## src/rtl/sumador_serie_param_if.sv

```systemverilog
// Operand/result handshake bundle for sumador_serie_param.
// Optional subtraction signals exist only when SUMADOR_SERIE_RESTA_EN is defined.
interface sumador_serie_param_if #(
   parameter int WIDTH = 16
);
   logic [WIDTH-1:0] i_operando_a;
   logic [WIDTH-1:0] i_operando_b;
   logic             i_acarreo;
   logic             i_valido;
   logic             o_listo;
   logic [WIDTH-1:0] o_suma;
   logic             o_acarreo;
   logic             o_valido;
   logic             i_listo;
`ifdef SUMADOR_SERIE_RESTA_EN
   logic             i_resta;
   logic             o_desborde;
`endif

   // master: the surrounding pipeline (upstream source plus downstream sink)
   modport master (
      output i_operando_a, i_operando_b, i_acarreo, i_valido, i_listo,
`ifdef SUMADOR_SERIE_RESTA_EN
      output i_resta,
      input  o_desborde,
`endif
      input  o_listo, o_suma, o_acarreo, o_valido
   );

   modport slave (
      input  i_operando_a, i_operando_b, i_acarreo, i_valido, i_listo,
`ifdef SUMADOR_SERIE_RESTA_EN
      input  i_resta,
      output o_desborde,
`endif
      output o_listo, o_suma, o_acarreo, o_valido
   );
endinterface

```

## src/rtl/sumador_serie_param.sv

```systemverilog
// Digit-serial WIDTH-bit adder, DIGIT_W bits per clock, LSB digit first, valid/ready on both sides.
// Define SUMADOR_SERIE_RESTA_EN to add subtraction (i_resta) and signed overflow (o_desborde).
//
// state     | meaning
// IDLE      | o_listo=1, waiting for an operation
// SUMA      | adding one digit per cycle through the registered carry
// RESULTADO | o_valido=1, result held until i_listo
module sumador_serie_param #(
   parameter int WIDTH   = 16,
   parameter int DIGIT_W = 4
) (
   input logic                 i_clk,
   input logic                 i_rst_n,
   sumador_serie_param_if.slave bus
);
   localparam int NUM_DIG = WIDTH / DIGIT_W;
   localparam int IDX_W   = (NUM_DIG > 1) ? $clog2(NUM_DIG) : 1;

   generate
      if ((DIGIT_W < 1) || (DIGIT_W > WIDTH) || (WIDTH % DIGIT_W != 0)) begin : g_param_err
         $error("sumador_serie_param: WIDTH must be a multiple of DIGIT_W, 1 <= DIGIT_W <= WIDTH");
      end
   endgenerate

   typedef enum logic [1:0] {IDLE, SUMA, RESULTADO} state_t;

   state_t           state, state_next;
   logic [WIDTH-1:0] op_a, op_b, acc, acc_next;
   logic             carry_reg;
   logic [IDX_W-1:0] k;
   logic [DIGIT_W:0] dig_sum;
   logic             last_dig;
   logic [WIDTH-1:0] b_eff;
   logic             cin_eff;

`ifdef SUMADOR_SERIE_RESTA_EN
   logic a_msb, b_msb;
   assign b_eff   = bus.i_resta ? ~bus.i_operando_b : bus.i_operando_b;
   assign cin_eff = bus.i_resta ? ~bus.i_acarreo    : bus.i_acarreo;
`else
   assign b_eff   = bus.i_operando_b;
   assign cin_eff = bus.i_acarreo;
`endif

   // Operands shift right so the current digit is always the bottom DIGIT_W bits
   assign dig_sum  = {1'b0, op_a[DIGIT_W-1:0]} + {1'b0, op_b[DIGIT_W-1:0]}
                   + {{DIGIT_W{1'b0}}, carry_reg};
   assign last_dig = (k == IDX_W'(NUM_DIG - 1));
   assign acc_next = (acc >> DIGIT_W) | (WIDTH'(dig_sum[DIGIT_W-1:0]) << (WIDTH - DIGIT_W));

   always_ff @(posedge i_clk or negedge i_rst_n) begin
      if (!i_rst_n) state <= IDLE;
      else          state <= state_next;
   end

   always_comb begin
      state_next = state;
      case (state)
         IDLE:      if (bus.i_valido) state_next = SUMA;
         SUMA:      if (last_dig)     state_next = RESULTADO;
         RESULTADO: if (bus.i_listo)  state_next = IDLE;
         default:                     state_next = IDLE;
      endcase
   end

   always_comb begin
      bus.o_listo  = (state == IDLE);
      bus.o_valido = (state == RESULTADO);
   end

   always_ff @(posedge i_clk or negedge i_rst_n) begin
      if (!i_rst_n) begin
         op_a          <= '0;
         op_b          <= '0;
         acc           <= '0;
         carry_reg     <= 1'b0;
         k             <= '0;
         bus.o_suma    <= '0;
         bus.o_acarreo <= 1'b0;
`ifdef SUMADOR_SERIE_RESTA_EN
         a_msb          <= 1'b0;
         b_msb          <= 1'b0;
         bus.o_desborde <= 1'b0;
`endif
      end else begin
         case (state)
            IDLE: begin
               if (bus.i_valido) begin
                  op_a      <= bus.i_operando_a;
                  op_b      <= b_eff;
                  carry_reg <= cin_eff;
                  k         <= '0;
`ifdef SUMADOR_SERIE_RESTA_EN
                  a_msb     <= bus.i_operando_a[WIDTH-1];
                  b_msb     <= b_eff[WIDTH-1];
`endif
               end
            end
            SUMA: begin
               op_a      <= op_a >> DIGIT_W;
               op_b      <= op_b >> DIGIT_W;
               carry_reg <= dig_sum[DIGIT_W];
               acc       <= acc_next;
               k         <= k + 1'b1;
               if (last_dig) begin
                  bus.o_suma    <= acc_next;
                  bus.o_acarreo <= dig_sum[DIGIT_W];
`ifdef SUMADOR_SERIE_RESTA_EN
                  // Overflow: like-signed operands giving a result of the other sign
                  bus.o_desborde <= (a_msb == b_msb) && (dig_sum[DIGIT_W-1] != a_msb);
`endif
               end
            end
            default: ;
         endcase
      end
   end
endmodule

```

## src/flat_wrapper.sv

```systemverilog
// flat-port wrapper written by rule: the top's interface ports become plain ports
module sumador_serie_param_flat 
#(
   parameter int WIDTH   = 16,
   parameter int DIGIT_W = 4
)
  (i_clk, i_rst_n, bus_i_operando_a, bus_i_operando_b, bus_i_acarreo, bus_i_valido, bus_i_listo, bus_o_listo, bus_o_suma, bus_o_acarreo, bus_o_valido);
  sumador_serie_param_if #(.WIDTH(WIDTH)) bus_i ();
  input logic i_clk;
  input logic i_rst_n;
  input wire logic [$bits(bus_i.i_operando_a)-1:0] bus_i_operando_a;
  input wire logic [$bits(bus_i.i_operando_b)-1:0] bus_i_operando_b;
  input wire logic [$bits(bus_i.i_acarreo)-1:0] bus_i_acarreo;
  input wire logic [$bits(bus_i.i_valido)-1:0] bus_i_valido;
  input wire logic [$bits(bus_i.i_listo)-1:0] bus_i_listo;
  output wire logic [$bits(bus_i.o_listo)-1:0] bus_o_listo;
  output wire logic [$bits(bus_i.o_suma)-1:0] bus_o_suma;
  output wire logic [$bits(bus_i.o_acarreo)-1:0] bus_o_acarreo;
  output wire logic [$bits(bus_i.o_valido)-1:0] bus_o_valido;
  assign bus_i.i_operando_a = bus_i_operando_a;
  assign bus_i.i_operando_b = bus_i_operando_b;
  assign bus_i.i_acarreo = bus_i_acarreo;
  assign bus_i.i_valido = bus_i_valido;
  assign bus_i.i_listo = bus_i_listo;
  assign bus_o_listo = bus_i.o_listo;
  assign bus_o_suma = bus_i.o_suma;
  assign bus_o_acarreo = bus_i.o_acarreo;
  assign bus_o_valido = bus_i.o_valido;
  sumador_serie_param #(.WIDTH(WIDTH), .DIGIT_W(DIGIT_W)) u_core (.i_clk(i_clk), .i_rst_n(i_rst_n), .bus(bus_i));
endmodule
```

## config.mk

```make
export PLATFORM = sky130hd
export DESIGN_NAME = sumador_serie_param_flat
export DESIGN_NICKNAME = d
export VERILOG_FILES = /design/src/rtl/sumador_serie_param_if.sv /design/src/rtl/sumador_serie_param.sv /design/src/flat_wrapper.sv
export SDC_FILE = /design/constraint.sdc
export NUM_CORES = 1
export LEC_CHECK = 0
export CAP_MARGIN = 0
export CORE_MARGIN = 1.5
export CORE_UTILIZATION = 51
export CTS_CLUSTER_SIZE = 16
export DETAILED_ROUTE_END_ITERATION = 8
export PLACE_DENSITY = 0.79
export SLEW_MARGIN = 20
export SYNTH_ARGS = -nofsm -noshare
export SYNTH_HDL_FRONTEND = slang
export SYNTH_SLANG_ARGS = --single-unit
```

## constraint.sdc

```tcl
create_clock -name i_clk -period 2.2 [get_ports i_clk]
set_input_delay 0.33 -clock i_clk [delete_from_list [all_inputs] [get_ports i_clk]]
set_output_delay 0.33 -clock i_clk [all_outputs]
set_load 0.01 [all_outputs]
```

==> out/metrics.yaml <==
floorplanning:
  core-area_mm2: 0.00554
  die_area_mm2: 0.00622
  initial_core_util_pct: 53.0
  die_y_um: 78.9
  rows: 27
  ios: 56
  fp.dieW_um: 78.9
yosys:
  avgSynthCellArea_um2: 10.9
  synth_top_area_share_pct: 56.3
  ys_seq_area_share_pct: 56.3
  yosysTopAreaCell: "dfrtp_1"
  synthTopCellsByArea: "dfrtp_1, nand2_1, mux2i_1, mux2_2, o21ai_0"
  synth_ff_type: "dfrtp_1"
  synth_fp_nets: 312
  async_flop_share_pct: 100
  syn_area_mm2: 0.00293
  synthTopCellsByCount: "dfrtp_1, nand2_1, o21ai_0"
  ys.warnings.count: 0
  synth_edf_count: 0
  ys_ff_latch: 66
  synth.most_common_cell: "dfrtp_1"
  synth_cell_types: 34
  synthCells: 269
setup_path:
  rr_worst_depth: 6
  worst-path-max-fanout: 16
  timing.rr.end: "u_core.bus.o_acarreo"
  endpoint_kind: "output port"
  r2r_setup_slack_ps: 500
  cp_cell_sequence: "nor2_1, clkdlybuf4s50_1"
  slowest_stage: "clkdlybuf4s50_1"
  required_ps: 1870
  endpoint: "bus_o_listo"
  worstPathArrival_ps: 1580
  reg2reg_from: "u_core.carry_reg"
  criticalPathCategory: "reg2out"
  crit_path_max_incr_delay_ps: 550
  crit_start: "u_core.state[1]"
  crit_path_start_kind: "flop"
detailed_routing:
  drtIter0Drc: 118
  vias: 2099
  wl_met3_um: 210
  via_per_inst: 5.21
  routed_wl_um: 5500
  drcViolationCount: 0
  final_antenna_net_count: 0
  routed.top_layer: "met4"
  wl_met1_um: 2500
  wl_per_cell_um: 13.7
  drt_pass1_iterations: 4
  routed-wl-met2_um: 2690
layout:
  reg_top3: "u_core.bus.o_suma (16), u_core.op_a (16), u_core.op_b (16)"
  area_growth_pct: 27.0
  drive_gt1_share_pct: 11.5
  nets: 372
  insertedDiodeCount: 0
power:
  ir_worst_vdd_mv: 0.696
  cellLeakagePower_nw: 1.73
  power.density_mw_per_mm2: 1420
clock_tree:
  ctsLongestPathBuffers: 2
  cts_tree: "built"
  clkTransAtPathRegs_ps: 60
  clock-sinks: 66
  cts_setup_buffers: 0
  clock_latency_ps: 330
  clockRootBuffer: "clkbuf_8"
  cts_max_level: 3
  numCtsBuffers: 9
worst_hold_path:
  hp-start: "u_core.acc[5]"
  hold_path.class: "reg2reg"
timing:
  hold_violations: 0
  finalSetupTns_ps: 0
  worst_slew_pin_slew_ps: 509
  report.final.slew_viol_count: 0
  fin_worst_skew_ps: 4.11
  setup_ws_ps: 294
  post-route-period-util_pct: 86.6
  fin_crit_ps: 1910
  setup_viol_count_final: 0
  fmax_mhz: 525
  rsz0062_at_grt: "no"
  slew_headroom_pct: 66.0
global_routing:
  grt_pass1_vias: 2235
  antenna_found_initial: 0
  grt_overflow: 0
  grt_use_total_pct: 20.4
  grt_pass1_wl_um: 9780
  grt_max_degree: 49
outcome:
  outcome: "finished, final reports clean"
place:
  hpwl_um: 3960
  io_buffers: 55
  gp_congestion: 0.764
  pre_cts_ws_ps: 500
flow_run:
  cap_violations: 0
[kinds of logic after synthesis]
kind of cell	after synthesis	synth area share, %
AOI/OAI and AO/OA	61	12.0
xor gates and xnor gates	1	0.299
adders and majority gates	6	3.07
buffers and inverters	23	4.56
DFF	66	56.3
muxes	34	12.2
and+or+nand+nor	78	11.6
[area by class of cell]
type,instances,area (um^2)
repair buffers,66,643
multi-input cells,180,1160
fillers,430,1820
clock buffers,13,159
well taps,72,90.1
flip-flops and latches,66,1650
inverters,6,22.5
[worst max-delay path: cells and delay by family, from the launching register on]
| kind | cells | cell delay [ps] |
|---|---|---|
| AND/OR/NAND/NOR | 1 | 170 |
| buffers and inverters | 1 | 550 |
| flip-flops | 1 | 530 |
[repair_timing]
action | in CTS | in global routing
hold buffers | 1 | 0
endpoints found under the hold margin | 21 | 0
setup endpoints to repair | 0 | 1
resized for setup | 0 | 1
[cell usage in the layout (no fill, tap or decap), types with 2 or more instances in the layout]
cell             instances
a22o_1                   4
inv_1                    6
clkbuf_1                 2
clkdlybuf4s50_1         54
fa_1                     2
ha_1                     4
nand2b_1                 2
o21ai_0                 22
mux2_2                  13
nand2_1                 60
a22oi_1                  3
dfrtp_1                 65
clkbuf_8                11
nand3b_1                 2
nor2b_1                  9
o31ai_1                  2
a21oi_1                 10
buf_4                    9
mux2i_1                 21
o21ai_1                 14
[worst min path at each step]
stage	cells past startpoint	end
6_report	2	u_core.acc[5]
5_1_grt	2	u_core.op_b[7]
4_1_cts	2	u_core.acc[5]
3_5_place_dp	1	u_core.bus.o_suma[0]
3_3_place_gp	1	u_core.bus.o_suma[4]
2_1_floorplan	0	u_core.acc[10]
[metal layers]
metal / track usage [%] / vias to the layer above
met5: 0 / -
met4: 10.2 / 0
met3: 3.33 / 11
met2: 34.5 / 51
met1: 25.5 / 1003
li1: - / 1034
[metrics by stage]
| step | total power (W) | instances | util (%) | area [um^2] | hold WS, ps |
|---|---|---|---|---|---|
| 2_1_floorplan | 0.00375 | 269 | - | 2930 | 34.4 |
| 3_3_place_gp | 0.00441 | 389 | 64.2 | 3550 | 313 |
| 3_5_place_dp | 0.00450 | 389 | 64.2 | 3550 | 334 |
| 4_1_cts | 0.00536 | 403 | 67.2 | 3720 | 483 |
| 5_1_grt | 0.00575 | 403 | 67.2 | 3720 | 510 |
| 6_report | 0.00530 | 403 | 67.2 | 3720 | 478 |
[where the power goes]
group	internal [W]	switching (W)	total, W
sequential	0.00177	0.000355	0.00212
clock	0.000453	0.000398	0.000851
combinational	0.00118	0.00115	0.00233
total	0.00340	0.00190	0.00530
Note: power is estimated with default switching activity, not from simulation.
==> RTL change 1, RTL diff (same settings) <==
`WIDTH` is set to 16 in 3 places; all go to 32.
--- a/src/rtl/sumador_serie_param_if.sv
+++ b/src/rtl/sumador_serie_param_if.sv
@@ -3,3 +3,3 @@
 interface sumador_serie_param_if #(
-   parameter int WIDTH = 16
+   parameter int WIDTH = 32
 );
--- a/src/rtl/sumador_serie_param.sv
+++ b/src/rtl/sumador_serie_param.sv
@@ -8,3 +8,3 @@
 module sumador_serie_param #(
-   parameter int WIDTH   = 16,
+   parameter int WIDTH   = 32,
    parameter int DIGIT_W = 4
--- a/src/flat_wrapper.sv
+++ b/src/flat_wrapper.sv
@@ -3,3 +3,3 @@
 #(
-   parameter int WIDTH   = 16,
+   parameter int WIDTH   = 32,
    parameter int DIGIT_W = 4
Interface: changed (resized bus_i_operando_a, bus_i_operando_b and bus_o_suma); port bits go from 56 to 104. The function was not compared with the original's and may differ.
==> RTL change 1 against the original RTL <==
  * Final area is 110% higher
  * Clock skew increased by 0.0020 ns
  * Wire length is 130% higher
  * Power grew 110%
  * Via count increased by 100%
  * Area after synthesis up 98%
  * Non-clock buffer count rose by 56
  * Count of clock-buffer cells in the layout increased by 5
  * Worst setup slack worse by 0.18 ns
  * Sequential cell count grew 65
  * Synthesized cell count grew 96%
  * Critical endpoint unchanged
==> RTL change 1: results (changes against the original RTL) <==
[run_status]
outcome = finished clean

[cells_and_area]
final.fill_count = 763  ; +77%
diodes = 0  ; unchanged
drive_gt1_share_pct = 12.9  ; +1.4 points
nets = 707  ; +90%
reg_top3 = u_core.bus.o_suma (32), u_core.op_a (32), u_core.op_b (32)

[hold_path]
hold_class = in2async

[route]
vias = 4261  ; +100%
drt_wl_total_um = 12700  ; +130%
drc = 0  ; unchanged
first_pass_iters = 5  ; +1
drt_iter0_drc = 232  ; +97%

[place]
port-buffer-count = 103  ; +87%
hpwl_um = 8570  ; +120%
gp_congestion = 0.779  ; +2.0%

[timing]
hold_violations = 0  ; unchanged
tightest_slew_ns = 0.455  ; -0.0546 ns
fin_skew_ns = 0.00615  ; +0.00203 ns

[global_route]
grt_usage_pct = 23.1  ; +2.7 points
grt_max_degree = 53  ; +8.2%
antenna_found_initial = 0  ; unchanged
grt_pass1_wl_um = 21300  ; +120%
grt.overflow.total = 0  ; unchanged
first_global_vias = 4435  ; +98%

[setup_path]
path_delay_family = buffers and inverters
critical_path_peak_fanout = 25  ; +9
r2r-start = u_core.op_b[0]
critPathLaunch = u_core.state[1]
max_stage_delay_ns = 0.55  ; about the same
cp_slowest_cell = clkdlybuf4s50_1
crit_arrival_ns = 1.75  ; +0.17 ns

[clock_tree]
post_cts_buffers = 0  ; unchanged
worstSkewPairLatency_ns = 0.41  ; +0.08 ns
cts_buffer_depth = 2  ; unchanged
root_buffer = clkbuf_16
htreeDepth = 4  ; +1
cts_buffers = 17  ; +8
worst_setup_hold_path_clk_slew_ns = 0.06  ; about the same

[power_and_ir_drop]
power.switching_uw = 3650  ; +92%
power.leakage_uw = 0.00368  ; +110%
ir_drop_mv = 0.907  ; +30%

[logic_synthesis]
synth-edff-count = 0  ; unchanged
ys_warn_count = 0  ; unchanged
synth_nets = 603  ; +93%
synth_ff_type = dfrtp_1
synth_common_cells = dfrtp_1, nand2_1, o21ai_0, mux2i_1, a21oi_1
yosysSeqAreaShare_pct = 56.4  ; +0.14 points
yosysUniqueCellTypes = 33  ; -2.9%
synth_area_leaders = dfrtp_1, nand2_1, mux2i_1, mux2_4, o21ai_0
ys_async_sr_fraction_pct = 100  ; unchanged

-- RTL change 1: area by class of cell --
class | instances | area (µm²) | share of cell area, %
flip-flops and latches | 131 | 3280 | 42.7
multi-input cells | 357 | 2320 | 30.2
repair buffers | 122 | 1260 | 16.4
clock buffers | 18 | 439 | 5.72
clock inverters | 12 | 205 | 2.67
well taps | 140 | 175 | 2.28
inverters | 2 | 7.51 | 0.0977
-- RTL change 1: power groups by stage --
stage / Combinational [µW] / Sequential (µW) / Clock, µW
floorplan: 2540 / 4110 / 0
global placement: 3810 / 4140 / 0
detailed placement: 3990 / 4220 / 0
CTS: 4030 / 4190 / 3110
global route: 4450 / 4330 / 3200
finish: 3980 / 4200 / 3070
-- RTL change 1: what timing repair did --
| action | 4_1_cts | 5_1_grt |
|---|---|---|
| gates resized for setup | 0 | 2 |
| hold endpoints to repair | 43 | 0 |
| hold buffers | 1 | 0 |
| endpoints found under the setup margin | 0 | 1 |
-- RTL change 1: final timing paths --
| check | endpoint | slack, ns | cells after the start |
|---|---|---|---|
| max | bus_o_listo | 0.12 | 3 |
| min | u_core.bus.o_suma[22] | 0.42 | 2 |
| max reg2reg | u_core.carry_reg | 0.25 | 5 |
| min reg2reg | u_core.acc[4] | 0.48 | 2 |
| max in group asynchronous | u_core.bus.o_suma[5] | 1.13 | 3 |
| min in group i_clk | u_core.acc[4] | 0.48 | 2 |
-- RTL change 1: logic make-up (layout without fill, tap and decap cells) --
logic type,Yosys count,after routing,synth area share [%]
flops,131,131,56.4
buf+inv,39,154,3.98
simple gates,159,159,12.0
compound gates,124,124,12.2
xor+xnor,1,1,0.151
mux,66,66,13.5
fa+ha+maj,7,7,1.77
-- RTL change 1: through the flow --
step           instance area [µm²]  cells  setup slack [ns]  hold WS, ns  total power [µW]
3_3_place_gp                  7020    751             0.393        0.280              7950
5_1_grt                       7680    782            0.0294        0.460             12000
2_1_floorplan                 5810    527             0.444       0.0344              6660
6_report                      7680    782             0.115        0.417             11300
4_1_cts                       7680    782            0.0302        0.421             11300
3_5_place_dp                  7020    751             0.295        0.291              8210
-- RTL change 1: metal layers --
metal  share of wire, %  global-route usage (%)  wire, µm  vias up
li1                   -                       -         -     2012
met1                 44                    29.9      5530     2075
met2                 50                    37.8      6310      148
met3                5.1                    5.57       652       26
met4                1.7                    9.00       214        0
met5                  0                       0         0        -
==> RTL change 2, RTL diff (config.mk and constraints unchanged) <==
Without the edit above. Make the reset (`i_rst_n`) synchronous in 2 clocked blocks.
--- a/src/rtl/sumador_serie_param.sv
+++ b/src/rtl/sumador_serie_param.sv
@@ -50,3 +50,3 @@
 
-   always_ff @(posedge i_clk or negedge i_rst_n) begin
+   always_ff @(posedge i_clk) begin
       if (!i_rst_n) state <= IDLE;
@@ -70,3 +70,3 @@
 
-   always_ff @(posedge i_clk or negedge i_rst_n) begin
+   always_ff @(posedge i_clk) begin
       if (!i_rst_n) begin
Formal check against the unedited RTL: differs if i_rst_n is asserted again (counterexample within 4 cycles, from zero or initial values and one cycle with i_rst_n low); with i_rst_n held inactive, the same outputs for 10 cycles.
==> RTL change 2 against the original RTL <==
  * Final area decreased by 0.94%
  * Via count is 17% higher
  * Worst setup slack worse by 0.19 ns
  * Sequential cell count unchanged
  * Non-clock buffer count unchanged
  * Area after synthesis is 0.17% lower
  * Fmax decreased by 9.0%
  * Register-to-register slack got worse by 0.12 ns
  * Wire length up 17%
  * Synthesized cell count is 22% higher
  * Critical path type unchanged
Power is not compared: it rests on default switching activity, and its combinational part moved more than twofold at a synthesized area within 25%.
==> RTL change 2: results (changes against the original RTL) <==
[power_and_ir_drop]
power_uw = 2720
p_comb_share_pct = 13.3
ir_drop_mv = 0.427

[logic_synthesis]
synth_ff_type = dfxtp_1
yosysUniqueCellTypes = 32  ; -5.9%
yosysSeqAreaShare_pct = 45.1  ; -11 points
synth_area_leaders = dfxtp_1, a21oi_1, o221a_2, nand2_1, nor2b_1
netlist_instances = 328  ; +22%
ys_async_sr_fraction_pct = 0  ; -100 points
synth_nets = 371  ; +19%
synth_common_cells = dfxtp_1, a21oi_1, nand2_1, nor2_1, nor2b_1

[hold_path]
min_from = u_core.bus.o_suma[3]
whs_endpoint = u_core.bus.o_suma[3]

[route]
drt_iter0_drc = 81  ; -31%
first_pass_iters = 4  ; unchanged
vias = 2449  ; +17%
drt_wl_total_um = 6460  ; +17%
post_drt_wl_per_cell_um = 14.3  ; +4.5%

[cells_and_area]
drive_gt1_share_pct = 14.2  ; +2.7 points
clk_share_pct = 5.56  ; +1.3 points
nets = 419  ; +13%
multi_input_area_share_pct = 38.3  ; +7.2 points
final.fill_count = 499  ; +16%
inverters_excl_clock = 4  ; -2
regArea_um2 = 1320  ; -20%
comb.multi_input.count = 229  ; +27%
clkbuf_count = 12  ; -1
nonClkBufAreaFrac_pct = 17.5  ; +0.23 points
sh_seq_area_pct = 35.8  ; -8.5 points

[setup_path]
critPathLaunch = u_core.state[1]
cp_slowest_cell = dfxtp_1
r2r-start = u_core.op_a[0]
r2r_slack_ns = 0.38  ; -0.12 ns
endpoint = bus_o_valido
r2r_end = u_core.carry_reg
critical_path_peak_fanout = 14  ; -2
crit_arrival_ns = 1.77  ; +0.19 ns
max_stage_delay_ns = 0.63  ; +0.08 ns
path_delay_family = flip-flops

[clock_tree]
cts_buffers = 9  ; unchanged
cts_buffer_depth = 2  ; unchanged
worstSkewPairLatency_ns = 0.35  ; +0.02 ns

[place]
gp_congestion = 0.847  ; +11%
dp.cells = 437  ; +12%
placed_cell_area_um2 = 3480  ; -2.0%
hpwl_um = 4380  ; +11%

[global_route]
grt_max_degree = 39  ; -20%
grt_usage_pct = 22.6  ; +2.1 points
grt_pass1_wl_um = 10900  ; +11%

[timing]
relSlewSlack_pct = 55.9  ; -10 points
fin_skew_ns = 0.00796  ; +0.00385 ns

[die]
die-area_um2 = 6210  ; -0.16%

[run_status]
outcome = finished clean

==> RTL change 2: metal layers <==
layer | part of all wire (%) | track usage (%)
met2 | 49 | 37.4
met5 | 0 | 0
met3 | 4.1 | 6.44
met1 | 46 | 27.3
met4 | 1.0 | 9.64
==> RTL change 2: through the flow <==
stage | hold slack [ns] | worst slack (ns)
after floorplan | 0.432 | 0.519
after global placement | 0.442 | 0.447
after detailed placement | 0.450 | 0.405
after CTS | 0.459 | 0.108
after global routing | 0.476 | 0.0207
final | 0.455 | 0.105
==> RTL change 2: logic make-up after synthesis <==
group / count (synthesis) / synth area share (%)
buffers and inverters: 33 / 6.71
AND/OR/NAND/NOR: 125 / 19.9
flip-flops: 66 / 45.1
XOR/XNOR: 1 / 0.299
AO/OA/AOI/OAI: 96 / 24.5
multiplexers: 1 / 0.342
adder cells (fa/ha/maj): 6 / 3.08
